## src/rtl/seg7_pkg.sv

```systemverilog
`default_nettype none
// ============================================================================
// Module   : seg7_pkg
// Brief    : Shared constants for the 7-segment scan controller: segment bit
//            positions and the active-high hex glyph table with its lookup.
// Revision : 1.0 - initial release
// ============================================================================
package seg7_pkg;

    localparam int SEG_A  = 0;
    localparam int SEG_B  = 1;
    localparam int SEG_C  = 2;
    localparam int SEG_D  = 3;
    localparam int SEG_E  = 4;
    localparam int SEG_F  = 5;
    localparam int SEG_G  = 6;
    localparam int SEG_DP = 7;

    // Active-high {g,f,e,d,c,b,a} glyphs for 0-9, A, b, C, d, E, F
    localparam logic [6:0] HEX_TABLE [16] = '{
        7'h3F, 7'h06, 7'h5B, 7'h4F, 7'h66, 7'h6D, 7'h7D, 7'h07,
        7'h7F, 7'h6F, 7'h77, 7'h7C, 7'h39, 7'h5E, 7'h79, 7'h71
    };

    function automatic logic [6:0] hex_to_seg(input logic [3:0] nibble);
        return HEX_TABLE[nibble];
    endfunction

endpackage
`default_nettype wire

```

## src/rtl/seg7_hex_decoder.sv

```systemverilog
`default_nettype none
// ============================================================================
// Module   : seg7_hex_decoder
// Brief    : Combinational nibble to active-high 7-segment pattern {g..a}.
// Revision : 1.0 - initial release
// ============================================================================
module seg7_hex_decoder
    import seg7_pkg::*;
(
    input  logic [3:0] i_nibble,
    output logic [6:0] o_seg
);

    assign o_seg = hex_to_seg(i_nibble);

endmodule
`default_nettype wire

```

## src/rtl/seg7_scan_ctrl.sv

```systemverilog
`default_nettype none
// ============================================================================
// Module   : seg7_scan_ctrl
// Brief    : Multiplexed 7-segment scanner with internal prescaler, per-frame
//            snapshot, blink mask, PWM brightness and raw-segment bypass.
//            Optional leading-zero blanking when SEG7_LZB_EN is defined.
// Revision : 1.0 - initial release
// ============================================================================
module seg7_scan_ctrl
    import seg7_pkg::*;
#(
    parameter int   DIGITS            = 8,
    parameter logic SEG_POLARITY      = 1'b0,
    parameter logic AN_POLARITY       = 1'b0,
    parameter int   SCAN_DIV_LOG2     = 10,
    parameter int   PWM_BITS          = 4,
    parameter int   BLINK_FRAMES_LOG2 = 6
) (
    input  logic                  clk,
    input  logic                  rst,
    input  logic [DIGITS*4-1:0]   data,
    input  logic [DIGITS-1:0]     point,
    input  logic [DIGITS-1:0]     en,
    input  logic [DIGITS-1:0]     blink_mask,
    input  logic                  raw_mode,
    input  logic [DIGITS*8-1:0]   raw_seg,
    input  logic [PWM_BITS-1:0]   brightness,
    output logic [7:0]            segment,
    output logic [DIGITS-1:0]     anode,
    output logic                  frame_sync
);

    localparam int             IDX_W    = (DIGITS > 1) ? $clog2(DIGITS) : 1;
    localparam logic [IDX_W-1:0] IDX_LAST = IDX_W'(DIGITS - 1);

    // Scan state
    logic [SCAN_DIV_LOG2-1:0]     r_presc;
    logic [IDX_W-1:0]             r_idx;
    logic [BLINK_FRAMES_LOG2-1:0] r_frame_cnt;
    logic                         r_blink_phase;

    // Frame snapshot
    logic [DIGITS*4-1:0]          r_data_s;
    logic [DIGITS-1:0]            r_point_s;
    logic [DIGITS-1:0]            r_en_s;
    logic [DIGITS-1:0]            r_blink_mask_s;
    logic                         r_raw_mode_s;
    logic [DIGITS*8-1:0]          r_raw_seg_s;
    logic [PWM_BITS-1:0]          r_brightness_s;

    // Output registers
    logic [7:0]                   r_segment;
    logic [DIGITS-1:0]            r_anode;
    logic                         r_frame_sync;

    logic                         w_frame_start;
    logic                         w_presc_last;
    logic [BLINK_FRAMES_LOG2-1:0] w_frame_cnt_next;
    logic                         w_blink_phase_next;

    logic [DIGITS*4-1:0]          w_data_cur;
    logic [DIGITS-1:0]            w_point_cur;
    logic [DIGITS-1:0]            w_en_cur;
    logic [DIGITS-1:0]            w_blink_mask_cur;
    logic                         w_raw_mode_cur;
    logic [DIGITS*8-1:0]          w_raw_seg_cur;
    logic [PWM_BITS-1:0]          w_brightness_cur;
    logic                         w_blink_phase_cur;

    logic [3:0]                   w_nibble;
    logic                         w_point_sel;
    logic                         w_en_sel;
    logic                         w_blink_sel;
    logic [7:0]                   w_raw_sel;
    logic [6:0]                   w_hex_seg;
    logic [7:0]                   w_pattern;
    logic                         w_lz_blank;
    logic                         w_vis;
    logic                         w_pwm_on;
    logic                         w_anode_on;
    logic [DIGITS-1:0]            w_onehot;

    assign w_frame_start      = (r_presc == '0) && (r_idx == '0);
    assign w_presc_last       = &r_presc;
    assign w_frame_cnt_next   = r_frame_cnt + 1'b1;
    assign w_blink_phase_next = r_blink_phase ^ (w_frame_cnt_next == '0);

    // The frame-start cycle itself already displays the newly captured
    // values, so the snapshot is bypassed for that one cycle.
    assign w_data_cur        = w_frame_start ? data       : r_data_s;
    assign w_point_cur       = w_frame_start ? point      : r_point_s;
    assign w_en_cur          = w_frame_start ? en         : r_en_s;
    assign w_blink_mask_cur  = w_frame_start ? blink_mask : r_blink_mask_s;
    assign w_raw_mode_cur    = w_frame_start ? raw_mode   : r_raw_mode_s;
    assign w_raw_seg_cur     = w_frame_start ? raw_seg    : r_raw_seg_s;
    assign w_brightness_cur  = w_frame_start ? brightness : r_brightness_s;
    assign w_blink_phase_cur = w_frame_start ? w_blink_phase_next : r_blink_phase;

    always_comb begin
        w_nibble    = '0;
        w_point_sel = 1'b0;
        w_en_sel    = 1'b0;
        w_blink_sel = 1'b0;
        w_raw_sel   = '0;
        for (int i = 0; i < DIGITS; i++) begin
            if (r_idx == IDX_W'(i)) begin
                w_nibble    = w_data_cur[i*4 +: 4];
                w_point_sel = w_point_cur[i];
                w_en_sel    = w_en_cur[i];
                w_blink_sel = w_blink_mask_cur[i];
                w_raw_sel   = w_raw_seg_cur[i*8 +: 8];
            end
        end
    end

    seg7_hex_decoder u_hex_dec (
        .i_nibble (w_nibble),
        .o_seg    (w_hex_seg)
    );

    always_comb begin
        if (w_raw_mode_cur) begin
            w_pattern = w_raw_sel;
        end else begin
            w_pattern         = {1'b0, w_hex_seg};
            w_pattern[SEG_DP] = w_point_sel;
        end
    end

`ifdef SEG7_LZB_EN
    logic [DIGITS-1:0] w_lz;

    // w_lz[i] is set when digits i..DIGITS-1 carry neither a value nor a point
    always_comb begin
        logic v_acc;
        v_acc = 1'b1;
        w_lz  = '0;
        for (int i = DIGITS - 1; i >= 0; i--) begin
            v_acc   = v_acc & (w_data_cur[i*4 +: 4] == 4'h0) & ~w_point_cur[i];
            w_lz[i] = v_acc;
        end
    end

    always_comb begin
        w_lz_blank = 1'b0;
        for (int i = 1; i < DIGITS; i++) begin
            if (r_idx == IDX_W'(i)) begin
                w_lz_blank = w_lz[i] & ~w_raw_mode_cur;
            end
        end
    end
`else
    assign w_lz_blank = 1'b0;
`endif

    assign w_vis      = w_en_sel & ~(w_blink_sel & w_blink_phase_cur) & ~w_lz_blank;
    assign w_pwm_on   = (w_brightness_cur == '1) |
                        (r_presc[SCAN_DIV_LOG2-1 -: PWM_BITS] < w_brightness_cur);
    assign w_onehot   = {{(DIGITS-1){1'b0}}, 1'b1} << r_idx;
    // Last cycle of every slot is a dead cycle against ghosting
    assign w_anode_on = w_vis & w_pwm_on & ~w_presc_last;

    always_ff @(posedge clk or posedge rst) begin
        if (rst) begin
            r_presc       <= '0;
            r_idx         <= '0;
            r_frame_cnt   <= '0;
            r_blink_phase <= 1'b0;
        end else begin
            r_presc <= r_presc + 1'b1;
            if (w_presc_last) begin
                r_idx <= (r_idx == IDX_LAST) ? '0 : r_idx + 1'b1;
            end
            if (w_frame_start) begin
                r_frame_cnt   <= w_frame_cnt_next;
                r_blink_phase <= w_blink_phase_next;
            end
        end
    end

    always_ff @(posedge clk or posedge rst) begin
        if (rst) begin
            r_data_s       <= '0;
            r_point_s      <= '0;
            r_en_s         <= '0;
            r_blink_mask_s <= '0;
            r_raw_mode_s   <= 1'b0;
            r_raw_seg_s    <= '0;
            r_brightness_s <= '0;
        end else if (w_frame_start) begin
            r_data_s       <= data;
            r_point_s      <= point;
            r_en_s         <= en;
            r_blink_mask_s <= blink_mask;
            r_raw_mode_s   <= raw_mode;
            r_raw_seg_s    <= raw_seg;
            r_brightness_s <= brightness;
        end
    end

    always_ff @(posedge clk or posedge rst) begin
        if (rst) begin
            r_segment    <= {8{~SEG_POLARITY}};
            r_anode      <= {DIGITS{~AN_POLARITY}};
            r_frame_sync <= 1'b0;
        end else begin
            r_segment    <= w_pattern ^ {8{~SEG_POLARITY}};
            r_anode      <= (w_anode_on ? w_onehot : '0) ^ {DIGITS{~AN_POLARITY}};
            r_frame_sync <= w_frame_start;
        end
    end

    assign segment    = r_segment;
    assign anode      = r_anode;
    assign frame_sync = r_frame_sync;

endmodule
`default_nettype wire
```

## config.mk

```make
export PLATFORM = sky130hd
export DESIGN_NAME = seg7_scan_ctrl
export DESIGN_NICKNAME = d
export VERILOG_FILES = /design/src/rtl/seg7_pkg.sv /design/src/rtl/seg7_hex_decoder.sv /design/src/rtl/seg7_scan_ctrl.sv
export SDC_FILE = /design/constraint.sdc
export NUM_CORES = 1
export LEC_CHECK = 0
export ABC_AREA = 1
export CAP_MARGIN = 30
export CORE_MARGIN = 1
export CORE_UTILIZATION = 30
export DETAILED_ROUTE_END_ITERATION = 6
export PLACE_DENSITY = 0.5
export SYNTH_ARGS = -nofsm -noshare
export SYNTH_HDL_FRONTEND = slang
export SYNTH_SLANG_ARGS = --single-unit
```

## constraint.sdc

```tcl
create_clock -name clk -period 5.5 [get_ports clk]
set_input_delay 1.1 -clock clk [delete_from_list [all_inputs] [get_ports clk]]
set_output_delay 1.1 -clock clk [all_outputs]
set_load 0.02 [all_outputs]
```

==> results.sh <==
export IMPL_setup_viol=0
export IMPL_synth_distinct_cells=40
export IMPL_cts_buffer_depth=2
export IMPL_io_buffers=143
export IMPL_vias_per_cell=4.497
export IMPL_power_frac_seq_pct=45.4
export IMPL_io_pins=144
export IMPL_required_ns=5.87
export IMPL_antenna_cells=0
export IMPL_antenna_found_initial=0
export IMPL_worst_pin_slew_ns=0.8098
export IMPL_max_slew_margin_pct=46.01
export IMPL_cts_setup_buffers=0
export IMPL_routed_wl_um=23430
export IMPL_async_flop_share_pct=100.0
export IMPL_synthCells=1045
export IMPL_layout_cells_non_filler=1522
export IMPL_wl_per_cell_um=15.39
export IMPL_power_density_mw_per_mm2=267.6
export IMPL_grt_overflow=0
export IMPL_place_congestion=0.8188
export IMPL_timing_final_crit_share_pct=61.57
export IMPL_synthFlopType="dfrtp_1"
export IMPL_path_class="reg -> reg"
export IMPL_synth_edf_count=0
export IMPL_die_x_um=165.9
export IMPL_total_power_mw=2.781
export IMPL_cts_hold_buf=0
export IMPL_num_rows=59
export IMPL_fin_setup_tns_ns=0
export IMPL_mostFrequentLayoutCells="496 x nand2_1, 146 x dfrtp_1, 143 x clkdlybuf4s50_1, 91 x inv_1, 68 x nand3_1"
export IMPL_core_mm2=0.02621
export IMPL_start_util_pct=30.75
export IMPL_hold_path_class="reg -> reg"
export IMPL_finalCriticalPeriod_ns=3.386
export IMPL_max_freq_mhz=295.3
export IMPL_p_leak_nw=5.202
export IMPL_grt_total_usage_pct=17.48
export IMPL_critPathLaunchType="flop"
export IMPL_clk_pin_slew_ns=0.07
export IMPL_first_iter_violations=458
export IMPL_drc_errors=11
export IMPL_final_common_cell="nand2_1"
export IMPL_syn_avg_cell_area_um2=7.712
export IMPL_numPlacedInstances=1490
export IMPL_vdd_drop_max_uv=142.9
export IMPL_synth_nets=1190
export IMPL_ys_seq_area_share_pct=50.55
export IMPL_drt_first_pass_iters=7
export IMPL_grt_setup_unrepaired="no"
export IMPL_netlist_area_mm2=0.008059
export IMPL_cts_htree_levels=4
export IMPL_crit_fanout=18
export IMPL_vias=6845
export IMPL_p_switching_mw=0.6452
export IMPL_status="finished with violations"
export IMPL_cts_root_buf="clkbuf_16"
export IMPL_maxSlewViolCount=0
export IMPL_worstSkewPairLatency_ns=0.42
export IMPL_detail_route_antenna_nets=0
export IMPL_end_kind="flop"
export IMPL_p_comb_share_pct=9.4
export IMPL_grt_max_degree=88
export IMPL_finalHoldViolCount=0
export IMPL_violations="design-rule violations"
export IMPL_fp_dieH_um=165.9
export IMPL_yosysWarnings=0
export IMPL_grt_pass1_wl_um=37430
export IMPL_clockPowerShare_pct=45.2
export IMPL_dpl_hpwl_um=16500
export IMPL_cts_tree="yes"
export IMPL_switching_share_pct=23.20
export IMPL_fin_worst_skew_ns=0.009915
export IMPL_drive_gt1_share_pct=6.655
export IMPL_numCtsBuffers=17
export IMPL_dieArea_mm2=0.02752
export IMPL_critPathArrivalTime_ns=3.75
export IMPL_drv_cap=0
export IMPL_final_nets=1319
export IMPL_synth_seq_cells=162
export IMPL_clkSinkCount=162
export IMPL_ctsResizeCount=0
export IMPL_grt_pass1_vias=6729
export IMPL_synthToLayoutAreaGrowth_pct=28.92
export IMPL_p_int_mw=2.136
==> per-layer routing <==
layer  part of all wire, %  GRT usage, %  vias up
li1                      -             -     3493
met1                    50         25.18     3182
met2                    45         26.69      150
met3                   3.6         3.170       20
met4                   1.5         4.957        0
met5                     0             0        -
==> flip-flops by register name, indices dropped and copies added (netlist names) <==
register        flops
r_point_s           8
frame_sync          1
r_blink_phase       1
r_frame_cnt         6
anode               8
r_raw_mode_s        1
r_blink_mask_s      8
r_raw_seg_s        64
segment             8
r_data_s           32
r_brightness_s      4
r_idx               3
r_en_s              8
r_presc            10
==> critical path: stages (launching register included) <==
cell and delay, ns:
dfrtp_1 0.38, inv_1 0.09, ha_1 0.22, nand2_1 0.43, clkinv_1 0.71, a31oi_1 0.44, nand2_1 0.09, nand2_1 0.06
nand2_1 0.14, inv_1 0.14, ha_1 0.18, inv_1 0.05, o21ai_0 0.20, nand3_1 0.11, nand2_1 0.08
==> cell families after synthesis <==
| family | synth area share [%] |
|---|---|
| xor gates and xnor gates | 1.413 |
| muxes | 0.1242 |
| DFF | 50.55 |
| buffers and inverters | 7.530 |
| and+or+nand+nor | 31.13 |
| AOI/OAI and AO/OA | 6.459 |
| adders and majority gates | 2.795 |
==> power groups by stage <==
stage	Clock [mW]	Sequential [mW]	Combinational, mW
3_5_place_dp	0	1.28	0.264
2_1_floorplan	0	1.29	0.112
6_report	1.26	1.26	0.262
4_1_cts	1.28	1.26	0.266
5_1_grt	1.33	1.27	0.292
3_3_place_gp	0	1.28	0.265
==> synth_stat cells (4+ instances only) <==
| master | count | share of area (%) |
|---|---|---|
| clkbuf_1 | 13 | 0.61 |
| nand2_1 | 496 | 23 |
| buf_2 | 18 | 1.1 |
| o21bai_1 | 4 | 0.37 |
| a21oi_1 | 22 | 1.4 |
| ha_1 | 18 | 2.8 |
| nor2_1 | 19 | 0.88 |
| dfrtp_1 | 146 | 45 |
| o21ai_0 | 24 | 1.5 |
| and2_1 | 12 | 0.93 |
| dfstp_2 | 16 | 5.2 |
| nand2_2 | 7 | 0.54 |
| inv_1 | 92 | 4.3 |
| xor2_1 | 10 | 1.1 |
| o22ai_1 | 9 | 0.70 |
| nand3_1 | 68 | 4.2 |
| a31oi_1 | 14 | 1.1 |
| buf_4 | 7 | 0.65 |
| o21ai_1 | 9 | 0.56 |
| inv_2 | 7 | 0.33 |
==> worst paths after layout <==
kind | startpoint | to | slack (ns) | cells past startpoint
min in group asynchronous | rst | r_raw_seg_s[26] | 1.18 | 2
max in group asynchronous | rst | anode[2] | 3.36 | 3
hold reg to reg | r_presc[0] | r_presc[0] | 0.47 | 1
setup reg to reg | r_idx[0] | segment[5] | 2.11 | 14
hold / removal | r_presc[0] | r_presc[0] | 0.47 | 1
setup / recovery | r_idx[0] | segment[5] | 2.11 | 14
==> stage by stage <==
step	cell area [um2]	hold slack [ns]	setup slack (ns)	utilization (%)
floorplan	8059	0.4300	0.04986	-
global placement	9769	0.4411	2.140	37.28
detailed placement	9769	0.4623	2.111	37.28
CTS	10390	0.4727	2.076	39.65
global route	10390	0.4908	1.759	39.65
finish	10390	0.4651	2.114	39.65
==> area by class of cell <==
type	instances	area [um2]
tap	335	419.2
multi-input combinational	739	3378
timing repair buffer	151	1504
clock inverter	11	150.1
inverter	103	394.1
fill	2684	15820
clock buffer	21	470.5
sequential	162	4074
Note: power is estimated with default switching activity, not from simulation.
